File: config.mk
export PLATFORM = sky130hd
export DESIGN_NAME = btn_conditioner
export DESIGN_NICKNAME = d
export VERILOG_FILES = /design/src/rtl/btn_conditioner.sv
export SDC_FILE = /design/constraint.sdc
export NUM_CORES = 1
export LEC_CHECK = 0
export BUFFER_PORTS_ARGS = -buffer_cell sky130_fd_sc_hd__buf_4
export CORE_MARGIN = 2
export CORE_UTILIZATION = 55
export DETAILED_ROUTE_END_ITERATION = 10
export PLACE_DENSITY = 0.78
export SYNTH_ARGS = -nofsm -noshare
export SYNTH_HDL_FRONTEND = slang
export SYNTH_SLANG_ARGS = --single-unit
File: constraint.sdc
create_clock -name clk -period 2.2 [get_ports clk]
set_clock_uncertainty 0.2 [all_clocks]
set_input_delay 0.11 -clock clk [delete_from_list [all_inputs] [get_ports clk]]
set_output_delay 0.11 -clock clk [all_outputs]
set_load 0.05 [all_outputs]
File: src/rtl/btn_conditioner.sv
// btn_conditioner: four push-button conditioner.
// Each button goes through a 2-flop synchronizer and a stable-level debouncer.
// Outputs are the debounced level and a one-cycle pulse on each debounced press.
// Auto-repeat is included only when BTN_AUTOREPEAT_EN is defined. Otherwise
// REPEAT_DELAY and REPEAT_PERIOD take part only in the configuration check.
module btn_conditioner #(
  parameter int unsigned DEBOUNCE_CYCLES = 1000000,
  parameter int unsigned REPEAT_DELAY    = 50000000,
  parameter int unsigned REPEAT_PERIOD   = 10000000
) (
  input  logic       clk,
  input  logic       rst,
  input  logic [3:0] btn_i,
  output logic [3:0] btn_o,
  output logic [3:0] btn_lvl_o
);

  localparam int unsigned NB = 4;
  localparam int unsigned DW = $clog2(DEBOUNCE_CYCLES) + 1;
  // An illegal configuration keeps the block in reset.
  localparam bit CFG_OK = (DEBOUNCE_CYCLES >= 1) && (REPEAT_DELAY >= 2) &&
                          (REPEAT_PERIOD >= 1);

  logic          rst_eff;
  logic [NB-1:0] sync1_q;
  logic [NB-1:0] sync2_q;
  logic [NB-1:0] stable_q;
  logic [NB-1:0] stable_d;
  logic [DW-1:0] db_cnt_q [NB];
  logic [DW-1:0] db_cnt_d [NB];
  logic [NB-1:0] pulse_q;
  logic [NB-1:0] pulse_d;

  assign rst_eff = rst || !CFG_OK;

  // Two-flop synchronizer for the raw button levels.
  always_ff @(posedge clk) begin
    if (rst_eff) begin
      sync1_q <= '0;
      sync2_q <= '0;
    end else begin
      sync1_q <= btn_i;
      sync2_q <= sync1_q;
    end
  end

  // Debounce: the stable level flips after DEBOUNCE_CYCLES consecutive differing samples.
  always_comb begin
    stable_d = stable_q;
    for (int unsigned i = 0; i < NB; i++) begin
      db_cnt_d[i] = '0;
      if (sync2_q[i] != stable_q[i]) begin
        if (db_cnt_q[i] == DW'(DEBOUNCE_CYCLES - 1)) begin
          stable_d[i] = ~stable_q[i];
        end else begin
          db_cnt_d[i] = db_cnt_q[i] + DW'(1);
        end
      end
    end
  end

  // Debounce state registers.
  always_ff @(posedge clk) begin
    if (rst_eff) begin
      stable_q <= '0;
      for (int unsigned i = 0; i < NB; i++) db_cnt_q[i] <= '0;
    end else begin
      stable_q <= stable_d;
      for (int unsigned i = 0; i < NB; i++) db_cnt_q[i] <= db_cnt_d[i];
    end
  end

`ifdef BTN_AUTOREPEAT_EN
  localparam int unsigned RPT_MAX = (REPEAT_DELAY > REPEAT_PERIOD) ? REPEAT_DELAY : REPEAT_PERIOD;
  localparam int unsigned RW      = $clog2(RPT_MAX) + 1;

  logic [RW-1:0] rpt_cnt_q [NB];
  logic [RW-1:0] rpt_cnt_d [NB];
  logic [NB-1:0] rpt_later_q;
  logic [NB-1:0] rpt_later_d;
  logic [NB-1:0] rpt_fire;

  // Repeat timer: the first repeat comes REPEAT_DELAY after the press, later ones every REPEAT_PERIOD.
  always_comb begin
    rpt_later_d = rpt_later_q;
    rpt_fire    = '0;
    for (int unsigned i = 0; i < NB; i++) begin
      rpt_cnt_d[i] = rpt_cnt_q[i] + RW'(1);
      if (!(stable_q[i] && stable_d[i])) begin
        // Idle, the press cycle itself, or release: the timer restarts.
        rpt_cnt_d[i]   = '0;
        rpt_later_d[i] = 1'b0;
      end else if (!rpt_later_q[i] && rpt_cnt_q[i] == RW'(REPEAT_DELAY - 1)) begin
        rpt_fire[i]    = 1'b1;
        rpt_cnt_d[i]   = '0;
        rpt_later_d[i] = 1'b1;
      end else if (rpt_later_q[i] && rpt_cnt_q[i] == RW'(REPEAT_PERIOD - 1)) begin
        rpt_fire[i]    = 1'b1;
        rpt_cnt_d[i]   = '0;
      end
    end
  end

  // Repeat state registers.
  always_ff @(posedge clk) begin
    if (rst_eff) begin
      rpt_later_q <= '0;
      for (int unsigned i = 0; i < NB; i++) rpt_cnt_q[i] <= '0;
    end else begin
      rpt_later_q <= rpt_later_d;
      for (int unsigned i = 0; i < NB; i++) rpt_cnt_q[i] <= rpt_cnt_d[i];
    end
  end

  // Pulse on each debounced rising level, plus repeats.
  always_comb begin
    pulse_d = (stable_d & ~stable_q) | rpt_fire;
  end
`else
  // Pulse on each debounced rising level only.
  always_comb begin
    pulse_d = stable_d & ~stable_q;
  end
`endif

  // Registered pulse output.
  always_ff @(posedge clk) begin
    if (rst_eff) begin
      pulse_q <= '0;
    end else begin
      pulse_q <= pulse_d;
    end
  end

  assign btn_o     = pulse_q;
  assign btn_lvl_o = stable_q;

endmodule

Word level (Yosys, flattened, before mapping)
Memories as Yosys holds them, arrays and structs flattened.
Cells that the tools add are included.

cells by class
  $add $sub $neg = 4
  multiplexer cells = 23
  eq/ne operators = 8
  bitwise gates (word level) = 10

operators with widths
  kind                     number
  $mux W21                 12
  $add A21 B1 Y21 const B  4
  $eq A21 B20 Y1 const B   4
  $mux W1                  11
  $and A4 B4 Y4            1
  $ne A1 B1 Y1             4
  $not A1 Y1               4
  $not A4 Y4               1
  $or A1 B1 Y1             4

word-level totals
  register bits = 16
  bits in writable memories = 84
  input bits = 6
  output and inout port bits = 8
  memories kept = 1

memories
  memory    depth  bits a word  rd ports  clocked after memory_dff  write ports  line  text
  db_cnt_q  4      21           4         0                         4            29    logic [DW-1:0] db_cnt_q [NB];

Longest topological paths before layout
Gate-level depths: netlist of the first run.

  depth after elaboration = 4
  mapped depth = 6
  mapped depth without buffers = 5

Least setup slack after synthesis of the first run
OpenSTA, ideal clock, no wires.

  kind = register -> register
  start = memory db_cnt_q[3][0] in the netlist's numbering
  end = memory db_cnt_q[3][18] in the netlist's numbering
  required time = 1.930 ns
  cell stages (with the launch flop) = 6
  arrival time = 1.760 ns
  path buffers = 0
  slack = 0.171 ns
  path through = dfxtp_1 -> ha_1 -> nand3_2 -> or4_1 -> or3_1 -> a21oi_1

RTL lines
  what             line
  start, declared  29

==> impl_metrics.csv, run 1 <==
group,metric,value,unit
worst_setup_path,start_kind,"flop",
place,place_area,4700,µm²
flow_run,cap_violations,0,
layout,n_antenna_cell,0,
floorplan,rows,32,
pwr,vdd_ir_drop_max,0.000322,V
worst_setup_path,crit_chain,"nand4_4, or4_4, or4b_4, a21oi_2",
pwr,leakage,1.58,nW
layout,fin_nets,555,
drt,drtAntennaViolNets,0,
floorplan,die_h,93.7,µm
worst_setup_path,worst-path-buf-inv,0,
layout,final_area,5020,µm²
worst_setup_path,r2r-start,"db_cnt_q[3][5]",
floorplan,core_area,7770,µm²
global_routing,grt_pass1_vias,3530,
global_routing,grt_antenna_before_repair,0,
timing,fmax,473,MHz
yosys,ys_warn_count,0,
yosys,avgSynthCellArea,8.66,µm²
layout,fin_cells,652,
drt,wire_per_inst,13.1,µm
cts,root_buffer,"clkbuf_8",
worst_setup_path,crit_path_start,"db_cnt_q[3][5]",
worst_setup_path,crit_required,2300,ps
drt,first_pass_iters,4,
global_routing,grt_usage,0.215,
global_routing,grt_max_degree,23,
layout,final_core_util,0.647,
worst_setup_path,critPathMaxStageDelay,570,ps
global_routing,top_usage_layer,"met2",
min_path,hold_path.class,"reg2reg",
floorplan,die_x,93.7,µm
cts,cts_tree,"built",
cts,cts_buffers,9,
timing,slew_viol_final,0,
layout,layout_common_cells,"99 x dfxtp_1, 62 x nor2_1, 32 x nand3_1, 32 x buf_4, 30 x a21oi_1",
timing,finalSetupViolCount,0,
floorplan,ios,14,
worst_setup_path,path_max_fanout,10,
layout,syn2layout_area_growth,13.6,%
yosys,netlist_area,4420,µm²
pwr,finalPower,3.09,mW
timing,tns,0,ps
yosys,synth-seq-cells,100,
timing,rsz0062_at_grt,"no",
global_routing,use_met1,0.264,
yosys,yosysSeqAreaShare,0.453,
global_routing,overflow,0,
place,place_inst,625,
floorplan,start_util,0.569,
worst_setup_path,crit_family,"simple AND/OR/NAND/NOR gates",
worst_setup_path,arrival,2210,ps
place,dp_hpwl,6.00,mm
drt,drt_iter0_markers,108,
cts,clkTransAtPathRegs,90,ps
timing,maxSlewHeadroom,0.664,
layout,drive_gt1_frac,0.104,
drt,route.detailed.drc,0,
timing,tightest_slew,499,ps
drt,totalWireLength,8.56,mm
yosys,synth_nets,521,
yosys,synth_cell_types,38,
worst_setup_path,worstSetupPathType,"reg2reg",
global_routing,use_met2,0.363,
timing,fin_crit_sh,0.960,
min_path,min_from,"sync1_q[1]",
drt,via_per_inst,5.69,
place,gp_congestion,0.845,
cts,clock-sinks,100,
timing,fin_crit,2110,ps
worst_setup_path,worst_path_max_delay_cell,"or4_4",
timing,hold_viol,0,
cts,clkLatencyLatePin,360,ps
run_status,status,"completed",
global_routing,grt_pass1_wl,15.3,mm
floorplan,dieArea,8780,µm²
yosys,synthCells,511,
pwr,power_density,614,nW/µm²
drt,via_count,3708,
cts,clockBufferDepth,2,
global_routing,grt_use_met3,0.0562,
worst_setup_path,critPathCaptureType,"flop",
layout,final_common_cell,"dfxtp_1",
cts,cts-htree-levels,3,
place,io_buffers,13,
worst_setup_path,ff2ff_setup_slack,90,ps
registers in the layout, summed over array words and instances (netlist names):
register   cells
btn_lvl_o      4
btn_o          4
db_cnt_q      84
sync1_q        4
sync2_q        4
layout make-up:
cell class	instances	area, µm²
fill	677	2740
multi-input combinational	382	2310
sequential	100	2000
timing repair buffer	41	330
clock buffer	11	151
tap	102	128
clock inverter	5	60.1
inverter	11	41.3
power by group:
part	internal, mW	total, mW	switching, mW
clock network	0.590	1.21	0.619
logic	0.0285	0.0561	0.0276
registers	1.82	1.82	0.00532
total	2.44	3.09	0.652
layer usage:
layer / routed length [µm] / vias up
li1: - / 1896
met1: 3940 / 1740
met5: 0 / -
met3: 307 / 8
met4: 93 / 0
met2: 4220 / 64
worst paths after layout:
check / endpoint / cells past startpoint
hold / removal: sync2_q[1] / 1
setup reg to reg: db_cnt_q[3][19] / 4
hold reg to reg: sync2_q[1] / 1
setup / recovery: db_cnt_q[3][19] / 4
metrics by stage:
stage / setup slack, ps / hold WS, ps
final: 87.6 / 245
after global routing: 0.545 / 274
after CTS: 79.0 / 248
after detailed placement: 112 / 139
after global placement: 178 / 136
after floorplan: 171 / 38.2
cells in the mapped netlist (all sizes together):
cell / number / area [µm²]
nor4: 14 / 87.6
nand3b: 1 / 7.51
nand3: 33 / 170
o21ai: 27 / 135
o31ai: 7 / 52.6
and4: 10 / 87.6
xor2: 25 / 219
nand2b: 3 / 18.8
dfxtp: 100 / 2000
buf: 4 / 20.0
clkbuf: 14 / 52.6
nor2: 62 / 233
nor3: 14 / 70.1
or3: 19 / 119
a21oi: 31 / 159
ha: 4 / 50.1
nand4b: 4 / 35.0
xnor2: 26 / 228
nor2b: 8 / 50.1
nor3b: 1 / 7.51
or4b: 1 / 13.8
inv: 11 / 41.3
nand4: 25 / 178
nor4bb: 1 / 10.0
o21ba: 2 / 20.0
or4: 10 / 78.8
o21a: 2 / 15.0
and2: 8 / 50.1
nor4b: 4 / 35.0
nand2: 29 / 109
and3: 11 / 68.8
repair_timing:
| action | in CTS | in global routing |
|---|---|---|
| buffers inserted | 0 | 2 |
| hold buffers | 9 | 0 |
| hold endpoints to repair | 18 | 0 |
| resized for setup | 0 | 2 |
| setup endpoints to repair | 0 | 21 |
cell families after synthesis:
kind of cell / share of synthesized area
simple gates: 0.323
flops: 0.453
compound gates: 0.0863
xor+xnor: 0.101
buf+inv: 0.0257
fa+ha+maj: 0.0113
Power figures use the tool's default switching activity.
==> run 2: changes to the inputs <==
--- a/config.mk
+++ b/config.mk
@@ -7,9 +7,10 @@
 export LEC_CHECK = 0
 export BUFFER_PORTS_ARGS = -buffer_cell sky130_fd_sc_hd__buf_4
 export CORE_MARGIN = 2
-export CORE_UTILIZATION = 55
+export CORE_UTILIZATION = 58
+export CTS_BUF_LIST = sky130_fd_sc_hd__clkbuf_8
 export DETAILED_ROUTE_END_ITERATION = 10
-export PLACE_DENSITY = 0.78
+export PLACE_DENSITY = 0.81
 export SYNTH_ARGS = -nofsm -noshare
 export SYNTH_HDL_FRONTEND = slang
 export SYNTH_SLANG_ARGS = --single-unit
==> run 2 against run 1 <==
  * Hold slack worse by 5.2 ps
  * Register-to-register slack improved by 30 ps
  * Highest routed layer unchanged
  * Largest power group unchanged
  * First-iteration DRC count decreased by 8.3%
==> impl_metrics.csv, run 2 (same netlist as run 1, synthesis figures left out) <==
group,metric,value,unit
worst_setup_path,reg2reg_to,"db_cnt_q[3][19]",
layout,syn2layout_area_growth,13.0,%
timing,fin_crit_sh,0.945,
pwr,combPwrFrac,0.019,
worst_setup_path,r2r-start,"db_cnt_q[3][3]",
layout,final_area,5000,µm²
timing,fin_crit,2080,ps
place,dp_slack,89.3,ps
cts,root_buffer,"clkbuf_8",
global_routing,grt_antenna_before_repair,0,
cts,clockBufferDepth,2,
floorplan,ios,14,
pwr,finalPower,2.93,mW
pwr,leakage,1.57,nW
worst_setup_path,crit_path_start,"db_cnt_q[3][3]",
pwr,vdd_ir_drop_max,0.000390,V
place,io_buffers,13,
place,gp_congestion,0.853,
floorplan,die_h,91.3,µm
timing,slew_viol_final,0,
timing,tns,0,ps
layout,fin_cells,649,
min_path,hold_path.class,"reg2reg",
cts,clock-sinks,100,
pwr,pwr-share-clk,0.357,
timing,fin_ws,121,ps
pwr,p_switching,0.650,mW
place,place_inst,621,
drt,wire_per_inst,13.6,µm
floorplan,core_area,7330,µm²
worst_setup_path,arrival,2190,ps
global_routing,grt_max_degree,23,
pwr,p_int,2.28,mW
flow_run,cap_violations,0,
floorplan,dieArea,8340,µm²
timing,whs,240,ps
place,dp_hpwl,6.14,mm
layout,drive_gt1_frac,0.102,
layout,largest_reg_flops,84,
global_routing,grt_pass1_wl,15.0,mm
timing,rsz0062_at_grt,"no",
worst_setup_path,worst_r2r_path_depth,4,
cts,clkTransAtPathRegs,100,ps
worst_setup_path,path_max_fanout,5,
place,place_area,4700,µm²
worst_setup_path,critPathCapture,"db_cnt_q[3][19]",
run_status,status,"completed",
worst_setup_path,ff2ff_setup_slack,120,ps
layout,final_core_util,0.682,
drt,via_count,3774,
floorplan,start_util,0.603,
drt,drtAntennaViolNets,0,
drt,drt_iter0_markers,99,
timing,tightest_slew,431,ps
pwr,power_density,586,nW/µm²
pwr,power_switching_share,0.222,
pwr,pwr-share-seq,0.623,
global_routing,grt_usage,0.217,
floorplan,rows,31,
timing,finalSetupViolCount,0,
drt,first_pass_iters,4,
cts,cts_tree,"built",
layout,layout_common_cells,"99 x dfxtp_1, 62 x nor2_1, 32 x nand3_1, 32 x buf_4, 30 x a21oi_1",
layout,n_antenna_cell,0,
drt,totalWireLength,8.82,mm
floorplan,die_x,91.3,µm
worst_setup_path,crit_required,2310,ps
global_routing,overflow,0,
worst_setup_path,start_kind,"flop",
timing,maxSlewHeadroom,0.710,
timing,hold_viol,0,
timing,fmax,481,MHz
drt,via_per_inst,5.82,
layout,fin_nets,556,
layout,top_register,"db_cnt_q",
global_routing,grt_pass1_vias,3494,
cts,clkLatencyLatePin,370,ps
layout,final_common_cell,"dfxtp_1",
cts,cts-htree-levels,3,
cts,cts_buffers,9,
worst_setup_path,worstSetupPathType,"reg2reg",
worst_setup_path,critPathCaptureType,"flop",
drt,route.detailed.drc,0,
==> run 2: changes by cell type in the layout (fill, tap and decap cells not counted), sizes merged <==
cell    change
inv         +1
clkbuf      -1
buf         +1
bufinv      -1
==> run 2: power by group through the flow <==
stage | registers [mW] | clock network, mW | logic [mW]
after floorplan | 1.86 | 0 | 0.0268
after global placement | 1.87 | 0 | 0.0427
after detailed placement | 1.87 | 0 | 0.0441
after CTS | 1.82 | 1.07 | 0.0563
after global routing | 1.83 | 1.14 | 0.0621
final | 1.82 | 1.05 | 0.0568
==> run 2: how the worst min path moves through the flow <==
stage | from | endpoint | cells after the start | slack [ps]
2_1_floorplan | btn_i[0] | sync1_q[0] | 1 | 40
3_3_place_gp | btn_i[1] | sync1_q[1] | 2 | 120
3_5_place_dp | btn_i[0] | sync1_q[0] | 2 | 140
4_1_cts | sync1_q[2] | sync2_q[2] | 1 | 250
5_1_grt | sync1_q[3] | sync2_q[3] | 1 | 260
6_report | sync1_q[2] | sync2_q[2] | 1 | 240
==> run 2: worst max-delay path: stages (launching register included) <==
cell     delay, ps
dfxtp_1        420
nand4_2        200
or4_4          580
or4b_4         500
a21oi_2        130
==> run 2: metal layers <==
layer | track usage | vias to the layer above | share of wire | wire [µm]
li1 | - | 1894 | - | -
met4 | 0.0770 | 0 | 0.020 | 180
met3 | 0.0564 | 20 | 0.033 | 287
met1 | 0.262 | 1811 | 0.46 | 4060
met2 | 0.374 | 49 | 0.49 | 4290
met5 | 0 | - | 0 | 0
==> run 2: final cells by class <==
cell class	instances	area, µm²
clock buffers	10	138
clock inverters	5	30.0
fillers	586	2330
inverters	11	41.3
multi-input cells	382	2310
flip-flops and latches	100	2000
well taps	99	124
repair buffers	42	350
==> run 2: what timing repair did <==
item                                   in CTS  in global routing
endpoints found under the hold margin      18                  0
buffers inserted                            0                  4
setup endpoints to repair                   0                  3
hold buffers                                9                  0
gates resized for setup                     0                  2
==> run 3: changes to the inputs <==
--- a/config.mk
+++ b/config.mk
@@ -6,6 +6,7 @@
 export NUM_CORES = 1
 export LEC_CHECK = 0
 export BUFFER_PORTS_ARGS = -buffer_cell sky130_fd_sc_hd__buf_4
+export CORE_ASPECT_RATIO = 0.7
 export CORE_MARGIN = 2
 export CORE_UTILIZATION = 58
 export CTS_BUF_LIST = sky130_fd_sc_hd__clkbuf_8
==> constraint.sdc (replaced) <==
create_clock -name clk -period 2.2 [get_ports clk]
set_clock_uncertainty 0.2 [all_clocks]
set_input_delay 0.33 -clock clk [delete_from_list [all_inputs] [get_ports clk]]
set_output_delay 0.33 -clock clk [all_outputs]
set_load 0.05 [all_outputs]
==> run 3 against run 2 <==
  * Fmax is 1.3% lower
  * Clock-buffer cell count stayed put
  * Combinational power is 12% lower
  * Largest cell class unchanged
  * Sequential power hardly changed
  * Register-to-register slack worse by 30 ps
  * Sequential share of layout area hardly changed
  * Sequential cell count stayed put
  * Highest routed layer unchanged
  * Critical path type unchanged
==> impl_metrics.csv, run 3 (same netlist as run 1, synthesis figures left out) <==
group,metric,value,unit
run_status,status,"completed",
timing,whs,105,ps
floorplan,core_area,7350,µm²
timing,hold_viol,0,
drt,route.detailed.drc,0,
layout,n_fill_cell,600,
global_routing,use_met2,0.342,
worst_setup_path,arrival,2180,ps
cts,cts_tree,"built",
timing,fin_crit,2110,ps
global_routing,grt_antenna_before_repair,0,
global_routing,grt_usage,0.221,
floorplan,rows,26,
place,place_area,4700,µm²
worst_setup_path,worstSetupPathType,"reg2reg",
global_routing,grt_pass1_vias,3303,
drt,via_per_inst,5.82,
timing,fmax,475,MHz
worst_setup_path,path_max_fanout,13,
drt,via_count,3745,
place,io_buffers,13,
worst_setup_path,worst_path_max_delay_cell,"or4_1",
layout,final_common_cell,"dfxtp_1",
cts,clkTransAtPathRegs,90,ps
timing,maxSlewHeadroom,0.699,
global_routing,grt_max_degree,23,
global_routing,top_usage_layer,"met2",
floorplan,die_x,108,µm
drt,wire_per_inst,14.1,µm
place,dp_hpwl,6.24,mm
global_routing,grt_pass1_wl,15.0,mm
flow_run,cap_violations,0,
worst_setup_path,crit_required,2270,ps
global_routing,overflow,0,
floorplan,start_util,0.602,
timing,fin_crit_sh,0.957,
cts,clock-sinks,100,
global_routing,grt_use_met3,0.0723,
layout,drive_gt1_frac,0.108,
place,place_inst,621,
worst_setup_path,critPathMaxStageDelay,610,ps
drt,drt_iter0_markers,263,
pwr,finalPower,3.18,mW
drt,drtAntennaViolNets,0,
timing,rsz0062_at_grt,"no",
timing,fin_ws,94.4,ps
worst_setup_path,crit_chain,"ha_1, nand3_2, or4_1, o21ai_2, buf_6, nor2_1",
worst_setup_path,start_kind,"flop",
layout,final_area,5000,µm²
timing,tns,0,ps
place,gp_congestion,0.882,
layout,top_register,"db_cnt_q",
cts,cts_buffers,9,
timing,tightest_slew,447,ps
cts,clockBufferDepth,2,
floorplan,dieArea,8350,µm²
layout,syn2layout_area_growth,13.0,%
floorplan,die_h,77.1,µm
pwr,leakage,1.56,nW
cts,clkLatencyLatePin,370,ps
layout,fin_cells,644,
layout,fin_nets,551,
layout,largest_reg_flops,84,
global_routing,use_met1,0.301,
place,dp_slack,90.2,ps
drt,first_pass_iters,4,
timing,finalSetupViolCount,0,
pwr,power_density,637,nW/µm²
cts,root_buffer,"clkbuf_8",
drt,totalWireLength,9.07,mm
pwr,vdd_ir_drop_max,0.000457,V
layout,n_antenna_cell,0,
min_path,hold_path.class,"in2reg",
timing,slew_viol_final,0,
worst_setup_path,critPathCaptureType,"flop",
layout,final_core_util,0.680,
layout,layout_common_cells,"99 x dfxtp_1, 62 x nor2_1, 32 x nand3_1, 32 x buf_4, 30 x a21oi_1",
cts,cts-htree-levels,3,
floorplan,ios,14,
[run 3: power breakdown]
| part | internal, mW | switching [mW] |
|---|---|---|
| Clock | 0.669 | 0.642 |
| Sequential | 1.82 | 0.00573 |
| Combinational | 0.0231 | 0.0270 |
[run 3: timing repair]
item / in CTS / in global routing
hold endpoints to repair: 4 / 0
setup endpoints to repair: 0 / 14
hold buffers: 4 / 0
resized for setup: 0 / 4
setup buffers: 0 / 3
[run 3: layout make-up]
class / instances / area [µm²] / area share
repair buffers: 37 / 292 / 0.0583
flip-flops and latches: 100 / 2000 / 0.401
clock inverters: 6 / 87.6 / 0.0175
inverters: 11 / 41.3 / 0.00826
well taps: 98 / 123 / 0.0245
multi-input cells: 382 / 2310 / 0.463
clock buffers: 10 / 138 / 0.0275
[run 3: worst paths after layout]
check                     to  cells after the start  slack (ps)            from
max          db_cnt_q[3][12]                      6          90  db_cnt_q[3][0]
max reg2reg  db_cnt_q[3][12]                      6          90  db_cnt_q[3][0]
min reg2reg   db_cnt_q[1][0]                      1         260  db_cnt_q[1][0]
min               sync2_q[3]                      2         110             rst
[run 3: metal layers]
layer / vias to the layer above / wire length, µm
met1: 1756 / 4390
met4: 0 / 38
met5: - / 0
met3: 7 / 495
li1: 1894 / -
met2: 88 / 4150
[run 3: worst max-delay path: cells and delay by family, from the launching register on]
| family | cells | cell delay, ps |
|---|---|---|
| AOI/OAI and AO/OA | 1 | 190 |
| DFF | 1 | 410 |
| adders and majority gates | 1 | 230 |
| buffers and inverters | 1 | 180 |
| and+or+nand+nor | 3 | 790 |
